--- src/rtl/hazard_ctrl_pkg.sv ---
// Shared pipeline definitions: hazard FSM state encodings and forwarding select codes.
package hazard_ctrl_pkg;

  typedef enum logic [1:0] {
    ST_RUN    = 2'b00,
    ST_LU2    = 2'b01,
    ST_FLUSH2 = 2'b10
  } state_e;

  // Forwarding mux selects for the EX-stage operand paths.
  localparam logic [1:0] FWD_REG   = 2'b00;
  localparam logic [1:0] FWD_MEMWB = 2'b01;
  localparam logic [1:0] FWD_EXMEM = 2'b10;

  function automatic logic src_hit(input logic uses, input logic [4:0] rs, input logic [4:0] rd);
    return uses && (rs == rd);
  endfunction

endpackage

--- src/rtl/sat_counter.sv ---
// Saturating up-counter with synchronous reset; holds at all-ones instead of wrapping.
module sat_counter #(
  parameter int W = 16
) (
  input  logic         clk,
  input  logic         rst,
  input  logic         inc_i,
  output logic [W-1:0] cnt_o
);

  logic [W-1:0] cnt_q, cnt_d;

  always_comb begin
    cnt_d = cnt_q;
    if (inc_i && (cnt_q != {W{1'b1}})) cnt_d = cnt_q + 1'b1;
  end

  always_ff @(posedge clk) begin
    if (rst) cnt_q <= '0;
    else     cnt_q <= cnt_d;
  end

  assign cnt_o = cnt_q;

endmodule

--- src/rtl/hazard_ctrl.sv ---
// Pipeline hazard controller: load-use stalls, branch flushes, dmem freeze, perf counters.
// Control outputs are combinational from the registered state and the current inputs.
module hazard_ctrl
  import hazard_ctrl_pkg::*;
#(
  parameter int CNT_W = 16
) (
  input  logic             clk,
  input  logic             rst,
  input  logic [4:0]       id_rs1,
  input  logic [4:0]       id_rs2,
  input  logic             id_uses_rs1,
  input  logic             id_uses_rs2,
  input  logic [4:0]       ex_rd,
  input  logic             ex_memread,
  input  logic             ex_regwrite,
  input  logic             ex_branch_taken,
  input  logic             dmem_busy,
  output logic             pc_stall,
  output logic             ifid_stall,
  output logic             idex_stall,
  output logic             exmem_stall,
  output logic             ifid_flush,
  output logic             idex_flush,
  output logic [CNT_W-1:0] stall_cnt,
  output logic [CNT_W-1:0] flush_cnt
);

  state_e state_q, state_d;
  logic   load_use;
  logic   flush_acc;

  assign load_use = ex_memread && ex_regwrite && (ex_rd != 5'd0) &&
                    (src_hit(id_uses_rs1, id_rs1, ex_rd) || src_hit(id_uses_rs2, id_rs2, ex_rd));

  always_comb begin
    state_d     = state_q;
    pc_stall    = 1'b0;
    ifid_stall  = 1'b0;
    idex_stall  = 1'b0;
    exmem_stall = 1'b0;
    ifid_flush  = 1'b0;
    idex_flush  = 1'b0;
    flush_acc   = 1'b0;
    if (rst) begin
      state_d = ST_RUN;
    end else if (dmem_busy) begin
      // Freeze: everything holds, including the FSM, until memory completes.
      pc_stall    = 1'b1;
      ifid_stall  = 1'b1;
      idex_stall  = 1'b1;
      exmem_stall = 1'b1;
    end else begin
      case (state_q)
        ST_RUN: begin
          if (ex_branch_taken) begin
            ifid_flush = 1'b1;
            idex_flush = 1'b1;
            flush_acc  = 1'b1;
            state_d    = ST_FLUSH2;
          end else if (load_use) begin
            pc_stall   = 1'b1;
            ifid_stall = 1'b1;
            idex_flush = 1'b1;
            state_d    = ST_LU2;
          end
        end
        ST_LU2: begin
          pc_stall   = 1'b1;
          ifid_stall = 1'b1;
          idex_flush = 1'b1;
          state_d    = ST_RUN;
        end
        ST_FLUSH2: begin
          ifid_flush = 1'b1;
          state_d    = ST_RUN;
        end
        default: state_d = ST_RUN;
      endcase
    end
  end

  always_ff @(posedge clk) begin
    if (rst) state_q <= ST_RUN;
    else     state_q <= state_d;
  end

  sat_counter #(.W(CNT_W)) u_stall_cnt (
    .clk   (clk),
    .rst   (rst),
    .inc_i (pc_stall),
    .cnt_o (stall_cnt)
  );

  sat_counter #(.W(CNT_W)) u_flush_cnt (
    .clk   (clk),
    .rst   (rst),
    .inc_i (flush_acc),
    .cnt_o (flush_cnt)
  );

endmodule
--- config.mk ---
export PLATFORM = sky130hd
export DESIGN_NAME = hazard_ctrl
export DESIGN_NICKNAME = d
export VERILOG_FILES = /design/src/rtl/hazard_ctrl_pkg.sv /design/src/rtl/sat_counter.sv /design/src/rtl/hazard_ctrl.sv
export SDC_FILE = /design/constraint.sdc
export NUM_CORES = 1
export LEC_CHECK = 0
export CAP_MARGIN = 5
export CELL_PAD_IN_SITES_DETAIL_PLACEMENT = 0
export CELL_PAD_IN_SITES_GLOBAL_PLACEMENT = 2
export CORE_ASPECT_RATIO = 1.1
export CORE_MARGIN = 3
export CORE_UTILIZATION = 27
export CTS_CLUSTER_SIZE = 16
export DETAILED_ROUTE_END_ITERATION = 10
export GPL_TIMING_DRIVEN = 0
export PLACE_DENSITY = 0.81
export SLEW_MARGIN = 20
export SYNTH_ARGS = -nofsm -noshare
export SYNTH_HDL_FRONTEND = slang
export SYNTH_SLANG_ARGS = --single-unit
--- constraint.sdc ---
create_clock -name clk -period 5.2 [get_ports clk]
set_input_delay 1.04 -clock clk [delete_from_list [all_inputs] [get_ports clk]]
set_output_delay 1.04 -clock clk [all_outputs]
set_load 0.05 [all_outputs]
* Word level (Yosys, flattened, before mapping)
Index checks and enable logic that the tools add are counted.
Storage, ports and cells: word-level logic and storage cells 45, flip-flop bits (word level) 34
Operators by class: bitwise gates (word level) 1, reductions and logical operators 11, eq/ne operators 7, multiplexer cells 21, $add $sub $neg 2
Operators by type and width (number):
- $add A16 B1 Y16 const B | 2
- $ne A16 B16 Y1 const B | 2
- $mux W1 | 15
- $eq A5 B5 Y1 | 2
- $logic_and A1 B1 Y1 | 7
- $mux W2 | 3
- $pmux W1 S2 | 3
- $reduce_bool A5 Y1 | 1
- $ne A3 B3 Y1 const B | 1
- $eq A2 B1 Y1 const B | 1
- $eq A2 B2 Y1 const B | 1
- $logic_not A2 Y1 | 1
- $reduce_and A2 Y1 | 1
- $logic_or A1 B1 Y1 | 1
- $not A1 Y1 | 1

* Depth between registers and ports, before layout
Gate-level depths: netlist of the first run.
depth after elaboration 10, gate-level depth with buffers 9, mapped depth without buffers 7

* Modules after synthesis
From an unflattened synthesis of the first run, not the netlist that was laid out.
Unflattened totals: cell total of the unflattened synthesis 237, area, all modules 1990.7 um^2
Modules (own cells, without submodules):
- sat_counter | area an instance 848.3 um^2, sequential area each 320.3 um^2, cells an instance 99, times used 2
- hazard_ctrl | area an instance 294.0 um^2, sequential area each 40.0 um^2, cells an instance 39, times used 1

* Least setup slack after synthesis of the first run
OpenSTA, ideal clock, no wires.
path kind in2out, from in ex_rd[1], to out idex_flush, slack 1.069 ns, data arrival time 3.091 ns, stages 5, data required time 4.160 ns, cells stage by stage xnor2_1 nand4_1 o22ai_2 a211oi_1 nor4_1
Between the ends: word-level cells in the longest chain between the ends 9, elaborated cells on any way between the ends 13, classes of those cells eq/ne: 2; mux: 5; reduce/logical: 6
RTL lines:
- start, declared | RTL line hazard_ctrl.sv:14 | input logic [4:0] ex_rd,
- $eq A5 B5 Y1 | RTL line hazard_ctrl_pkg.sv:16 | return uses && (rs == rd);
- $logic_and A1 B1 Y1 | RTL line hazard_ctrl_pkg.sv:16
- $logic_or A1 B1 Y1 | RTL line hazard_ctrl.sv:34 | (src_hit(id_uses_rs1, id_rs1, ex_rd) || src_hit(id_uses_rs2, id_rs2, ex_rd));
- $logic_and A1 B1 Y1 * | RTL line hazard_ctrl.sv:33 | assign load_use = ex_memread && ex_regwrite && (ex_rd != 5'd0) &&
- $mux W1 * | RTL line hazard_ctrl.sv:61 | end else if (load_use) begin
- $mux W1 * | RTL line hazard_ctrl.sv:56 | if (ex_branch_taken) begin
- $pmux W1 S2 * | RTL line hazard_ctrl.sv:54 | case (state_q)
- $mux W1 * | RTL line hazard_ctrl.sv:47 | end else if (dmem_busy) begin
- $mux W1 * | RTL line hazard_ctrl.sv:45 | if (rst) begin
- end, declared | RTL line hazard_ctrl.sv:24 | output logic idex_flush,
Every way passes the cells marked *; elsewhere a longest branch is shown, timed or not.

* Worst setup path after layout of the first run
from in ex_rd[4], to out pc_stall
Between the ends: word-level cells in the longest chain between the ends 9, elaborated cells on any way between the ends 13, classes of those cells eq/ne: 2; mux: 5; reduce/logical: 6
RTL lines:
- $eq A5 B5 Y1 | RTL line hazard_ctrl_pkg.sv:16
- $logic_and A1 B1 Y1 | RTL line hazard_ctrl_pkg.sv:16
- $logic_or A1 B1 Y1 | RTL line hazard_ctrl.sv:34
- $logic_and A1 B1 Y1 * | RTL line hazard_ctrl.sv:33
- $mux W1 * | RTL line hazard_ctrl.sv:61
- $mux W1 * | RTL line hazard_ctrl.sv:56
- $pmux W1 S2 * | RTL line hazard_ctrl.sv:54
- $mux W1 * | RTL line hazard_ctrl.sv:47
- $mux W1 * | RTL line hazard_ctrl.sv:45
- end, declared | RTL line hazard_ctrl.sv:19 | output logic pc_stall,
Marked as above.

==> flow_metrics.env, run 1 <==
export IMPL_postLayoutSetupSlackWorst_ps=718
export IMPL_vdd_ir_drop_max_v=0.000138
export IMPL_cts_resized=0
export IMPL_whs_ps=507
export IMPL_wire_per_inst_um=13.7
export IMPL_die_area_um2=7710
export IMPL_crit_fanout=3
export IMPL_routed_wl_um=5000
export IMPL_cp_required_ps=4160
export IMPL_die_w_um=84.0
export IMPL_post_route_cell_area_um2=2600
export IMPL_grt_first_pass_wirelength_um=8360
export IMPL_pwr_share_comb_pct=14.7
export IMPL_numCtsBuffers=5
export IMPL_route_detailed_drc=0
export IMPL_cts_max_level=2
export IMPL_min_period_ps=4480
export IMPL_r2r_end="u_stall_cnt.cnt_o[14]"
export IMPL_ys_seq_elements=34
export IMPL_p_sw_share_pct=26.1
export IMPL_p_leak_nw=0.848
export IMPL_syn_inst=217
export IMPL_regToRegSetupSlack_ps=3000
export IMPL_root_buffer="clkbuf_8"
export IMPL_ys_flop_type="dfxtp_1"
export IMPL_hold_depth=2
export IMPL_yosysSeqAreaShare_pct=37.7
export IMPL_synth_top_area_share_pct=37.7
export IMPL_stdcell_count=365
export IMPL_netlist_area_um2=1810
export IMPL_end_kind="output port"
export IMPL_grt_max_degree=11
export IMPL_ys_warn_count=0
export IMPL_skew_ps=3.26
export IMPL_vias=1818
export IMPL_fin_nets=309
export IMPL_synthSimpleGateAreaFrac_pct=28.9
export IMPL_cts_sinks=34
export IMPL_synth_area_leaders="dfxtp_1 (38%), or3_1 (6.6%), xnor2_1 (6.3%), a21oi_1 (6.1%), nor2_1 (3.9%)"
export IMPL_place_detailed_hpwl_um=3700
export IMPL_multi_input_area_um2=1040
export IMPL_final_core_util_pct=41.0
export IMPL_status="finished, final reports clean"
export IMPL_diodes=0
export IMPL_fin_crit_sh_pct=86.2
export IMPL_critical_path_arrival_ps=3440
export IMPL_avgViaCountPerCell=4.98
export IMPL_hold_viol_final=0
export IMPL_ant_nets=0
export IMPL_power_mw=0.552
export IMPL_nFillCells=659
export IMPL_clock_path_buffers=2
export IMPL_grt_pass1_vias=1657
export IMPL_crit_type="primary input to output port"
export IMPL_pre_cts_ws_ps=695
export IMPL_grt_use_total_pct=13.4
export IMPL_tns_ps=0
export IMPL_max_freq_mhz=223
export IMPL_maxSlewHeadroom_pct=65.2
export IMPL_rr_startpoint="u_stall_cnt.cnt_o[0]"
export IMPL_rsz0062_at_grt="no"
export IMPL_dr_first_iter_drc_count=70
export IMPL_ff2ff_path_depth=8
export IMPL_synth_async_sr_flop_share_pct=0
export IMPL_synth_xor_area_share_pct=9.70
export IMPL_synth_edff_count=0
export IMPL_hold_path_class="flip-flop to flip-flop"
export IMPL_regArea_um2=681
export IMPL_cellPowerDensity_nw_per_um2=212
export IMPL_syn_nets=242
export IMPL_initial_core_util_pct=28.5
export IMPL_ys_types=38
export IMPL_worst_slew_pin_slew_ps=522
export IMPL_boundaryPins=61
export IMPL_antenna_found_initial=0
export IMPL_gp_congestion=0.758
export IMPL_first_pass_iters=4
export IMPL_num_rows=30
export IMPL_globalRouteOverflowTotal=0
export IMPL_startpoint="ex_rd[4]"
export IMPL_report_final_slew_viol_count=0
export IMPL_post_place_cells=357
export IMPL_syn_avg_cell_area_um2=8.33
export IMPL_intPower_mw=0.408
export IMPL_synthAdderAreaFrac_pct=1.39
export IMPL_maxCapViolCount=0
export IMPL_dpl_cell_area_um2=2510
export IMPL_synth_mux_area_share_pct=1.94
export IMPL_cts_tree="built"
export IMPL_pwr_share_seq_pct=48.4
export IMPL_postCtsHoldBufs=0
export IMPL_cts_setup_buffers=0
export IMPL_min_delay_start="u_stall_cnt.cnt_o[13]"
export IMPL_clockPowerShare_pct=36.9
export IMPL_insertion_delay_ps=280
export IMPL_port_buffers=60
export IMPL_min_to="u_stall_cnt.cnt_o[13]"
export IMPL_netSwitchingPower_mw=0.144
export IMPL_yosys_area_top_type="dfxtp_1"
export IMPL_synth_top_family_by_area="simple AND/OR/NAND/NOR gates"
export IMPL_setup_violations_final=0
export IMPL_clkTransAtPathRegs_ps=70
export IMPL_area_growth_pct=43.8
export IMPL_synth_compound_area_share_pct=15.9
export IMPL_die_h_um=91.8
export IMPL_core_area_um2=6340
export IMPL_drive_above_1_share_pct=6.32
export IMPL_crit_path_start_kind="primary input"
==> worst max-delay path, cell delays in order <==
cell and delay (ps):
clkdlybuf4s50_1 550, xnor2_1 150, nand4_1 130, o22ai_2 300, nand3_1 130, a21oi_1 200
buf_4 140, clkdlybuf4s50_1 800
==> registers in the layout (all words and copies together), names as in the netlist <==
name               count
u_flush_cnt.cnt_o     16
state_q                2
u_stall_cnt.cnt_o     16
==> worst max-delay path by stage <==
stage,end,cells after the start
global placement,pc_stall,6
floorplan,idex_flush,5
detailed placement,pc_stall,8
CTS,pc_stall,8
global route,pc_stall,6
finish,pc_stall,8
==> layout make-up <==
class	count	area share [%]
tap	80	3.85
timing repair buffer	60	23.1
buffer	10	2.41
clock inverter	1	0.193
clock buffer	7	3.32
sequential	34	26.2
inverter	5	0.722
multi-input combinational	168	40.2
==> layout by cell type, fill, tap and decap left out, drive strengths merged, types with 3 or more instances in the layout <==
master	instances
buf	6
o21ai	17
nand4	9
clkbuf	11
nor2	19
a21oi	22
xnor2	13
and3	3
dfxtp	34
nand2	15
nand3	14
xor2	7
and4	4
or3	19
nor4	3
inv	5
clkdlybuf4s50	60
==> Yosys cell counts (all sizes together) (2+ instances only) <==
master,n
a21oi,22
and2,2
and3,3
and4,4
buf,6
clkbuf,4
dfxtp,34
ha,2
inv,5
mux2i,2
nand2,15
nand3,14
nand4,9
nor2,19
nor2b,2
nor4,3
o21ai,17
o31ai,2
or3,19
or4,2
xnor2,13
xor2,7
==> metal layers <==
metal  share of wire (%)  up-vias  global-route usage [%]
li1                    -      928                       -
met1                  49      838                    17.9
met2                  45       46                    20.6
met3                 5.0        6                    3.23
met4                 1.6        0                    5.36
met5                   0        -                       0
==> power groups by stage <==
stage / Sequential (mW) / Clock (mW) / Combinational (mW)
floorplan: 0.280 / 0 / 0.0385
global placement: 0.273 / 0 / 0.0825
detailed placement: 0.273 / 0 / 0.0823
CTS: 0.267 / 0.214 / 0.0827
global route: 0.267 / 0.222 / 0.0888
finish: 0.267 / 0.204 / 0.0812
==> logic make-up after synthesis <==
kind of cell / count (synthesis)
flip-flops: 34
buffers and inverters: 15
AO/OA/AOI/OAI: 48
AND/OR/NAND/NOR: 95
multiplexers: 3
adder cells (fa/ha/maj): 2
XOR/XNOR: 20
(Power assumes the default switching activity.)
==> run 2: changes to the inputs <==
--- a/config.mk
+++ b/config.mk
@@ -15,7 +15,6 @@
 export DETAILED_ROUTE_END_ITERATION = 10
 export GPL_TIMING_DRIVEN = 0
 export PLACE_DENSITY = 0.81
-export SLEW_MARGIN = 20
 export SYNTH_ARGS = -nofsm -noshare
 export SYNTH_HDL_FRONTEND = slang
 export SYNTH_SLANG_ARGS = --single-unit
==> results of run 2 <==
Same layout as run 1: the final DEF is identical, and so are final timing and power.
==> run 3: changes to the inputs <==
--- a/config.mk
+++ b/config.mk
@@ -10,11 +10,11 @@
 export CELL_PAD_IN_SITES_GLOBAL_PLACEMENT = 2
 export CORE_ASPECT_RATIO = 1.1
 export CORE_MARGIN = 3
-export CORE_UTILIZATION = 27
+export CORE_UTILIZATION = 25
 export CTS_CLUSTER_SIZE = 16
 export DETAILED_ROUTE_END_ITERATION = 10
 export GPL_TIMING_DRIVEN = 0
-export PLACE_DENSITY = 0.81
+export PLACE_DENSITY = 0.76
 export SYNTH_ARGS = -nofsm -noshare
 export SYNTH_HDL_FRONTEND = slang
 export SYNTH_SLANG_ARGS = --single-unit
==> constraint.sdc (replaced) <==
create_clock -name clk -period 4.25 [get_ports clk]
set_input_delay 0.85 -clock clk [delete_from_list [all_inputs] [get_ports clk]]
set_output_delay 0.85 -clock clk [all_outputs]
set_load 0.05 [all_outputs]
==> run 3 against run 2 <==
Via count is 2.3% lower. Core utilization is 2.6 points lower. Non-clock buffer count unchanged. Die area grew 7.4%. Largest cell class unchanged.
==> flow_metrics.env, run 3 (synthesized netlist as in run 1, its figures left out) <==
export IMPL_status="finished, final reports clean"
export IMPL_critical_path_arrival_ps=3240
export IMPL_die_h_um=95.2
export IMPL_globalRouteOverflowTotal=0
export IMPL_skew_ps=8.91
export IMPL_diodes=0
export IMPL_avgViaCountPerCell=4.84
export IMPL_crit_fanout=3
export IMPL_cp_required_ps=3400
export IMPL_num_rows=31
export IMPL_stdcell_count=367
export IMPL_final_common_cell="clkdlybuf4s50_1"
export IMPL_cts_resized=0
export IMPL_vias=1777
export IMPL_maxCapViolCount=0
export IMPL_grt_first_pass_wirelength_um=8430
export IMPL_crit_type="primary input to output port"
export IMPL_insertion_delay_ps=290
export IMPL_most_common_layout_cells="clkdlybuf4s50_1 (60), dfxtp_1 (34), a21oi_1 (22), nor2_1 (19), or3_1 (19)"
export IMPL_routed_wl_um=5010
export IMPL_ant_nets=0
export IMPL_rsz0062_at_grt="no"
export IMPL_drive_above_1_share_pct=7.02
export IMPL_setup_violations_final=0
export IMPL_route_detailed_drc=0
export IMPL_cts_setup_buffers=0
export IMPL_fin_nets=309
export IMPL_area_growth_pct=44.3
export IMPL_die_area_um2=8280
export IMPL_end_kind="output port"
export IMPL_worst_slew_pin_slew_ps=528
export IMPL_post_place_cells=359
export IMPL_maxSlewHeadroom_pct=64.8
export IMPL_port_buffers=60
export IMPL_antenna_found_initial=0
export IMPL_postLayoutSetupSlackWorst_ps=162
export IMPL_numCtsBuffers=5
export IMPL_hold_viol_final=0
export IMPL_fin_crit_sh_pct=96.2
export IMPL_tns_ps=0
export IMPL_hold_path_class="flip-flop to flip-flop"
export IMPL_root_buffer="clkbuf_8"
export IMPL_core_area_um2=6790
export IMPL_clock_path_buffers=2
export IMPL_dr_first_iter_drc_count=53
export IMPL_cellPowerDensity_nw_per_um2=261
export IMPL_cts_sinks=34
export IMPL_pre_cts_ws_ps=113
export IMPL_grt_pass1_vias=1719
export IMPL_first_pass_iters=4
export IMPL_wire_per_inst_um=13.7
export IMPL_postCtsHoldBufs=0
export IMPL_min_period_ps=4090
export IMPL_clkTransAtPathRegs_ps=70
export IMPL_crit_path_start_kind="primary input"
export IMPL_cts_max_level=2
export IMPL_cts_tree="built"
export IMPL_grt_use_total_pct=12.8
export IMPL_p_leak_nw=0.850
export IMPL_die_w_um=87.1
export IMPL_vdd_ir_drop_max_v=0.000138
export IMPL_boundaryPins=61
export IMPL_initial_core_util_pct=26.6
export IMPL_report_final_slew_viol_count=0
export IMPL_place_detailed_hpwl_um=3740
export IMPL_max_freq_mhz=245
export IMPL_gp_congestion=0.728
export IMPL_grt_max_degree=12
==> run 3: cell count changes in the layout (fill, tap and decap cells not counted), sizes merged <==
cell and delta:
clkbuf -1, clkinvlp +1
==> run 3: metrics by stage <==
| step | util [%] | total power [mW] | area (um2) | hold slack, ps |
|---|---|---|---|---|
| after floorplan | - | 0.390 | 1810 | 474 |
| after global placement | 37.0 | 0.435 | 2510 | 493 |
| after detailed placement | 37.0 | 0.435 | 2510 | 499 |
| after CTS | 38.4 | 0.696 | 2610 | 511 |
| after global routing | 38.4 | 0.717 | 2610 | 548 |
| final | 38.4 | 0.680 | 2610 | 508 |
==> run 3: routing by layer <==
| metal | GRT usage, % | vias to the layer above | part of all wire (%) |
|---|---|---|---|
| met5 | 0 | - | 0 |
| met4 | 4.03 | 0 | 0.28 |
| met3 | 3.54 | 2 | 5.9 |
| met2 | 19.8 | 44 | 46 |
| met1 | 17.1 | 810 | 48 |
| li1 | - | 921 | - |
==> run 3: final cells by class <==
type,count,area (um2)
plain buffers,10,63.8
multi-input cells,168,1040
clock buffers,6,82.6
clock inverters,2,12.5
repair buffers,60,601
flip-flops and latches,34,681
fillers,701,4180
well taps,82,103
inverters,5,18.8
==> run 3: critical path, stage by stage <==
cell,delay [ps]
clkdlybuf4s50_1,540
xnor2_1,140
nand4_1,140
o22ai_2,280
nand3_1,130
a21oi_1,230
buf_4,140
clkdlybuf4s50_1,790
==> run 3: worst paths after layout <==
path	startpoint	endpoint	slack, ps	cells after the start
max	ex_rd[4]	pc_stall	160	8
min	u_stall_cnt.cnt_o[13]	u_stall_cnt.cnt_o[13]	510	2
max reg2reg	u_stall_cnt.cnt_o[0]	u_stall_cnt.cnt_o[13]	2040	8
min reg2reg	u_stall_cnt.cnt_o[13]	u_stall_cnt.cnt_o[13]	510	2
==> run 3: report_power, final <==
| part | internal [mW] | switching (mW) |
|---|---|---|
| Combinational | 0.0464 | 0.0538 |
| Sequential | 0.322 | 0.00462 |
| Clock | 0.130 | 0.123 |
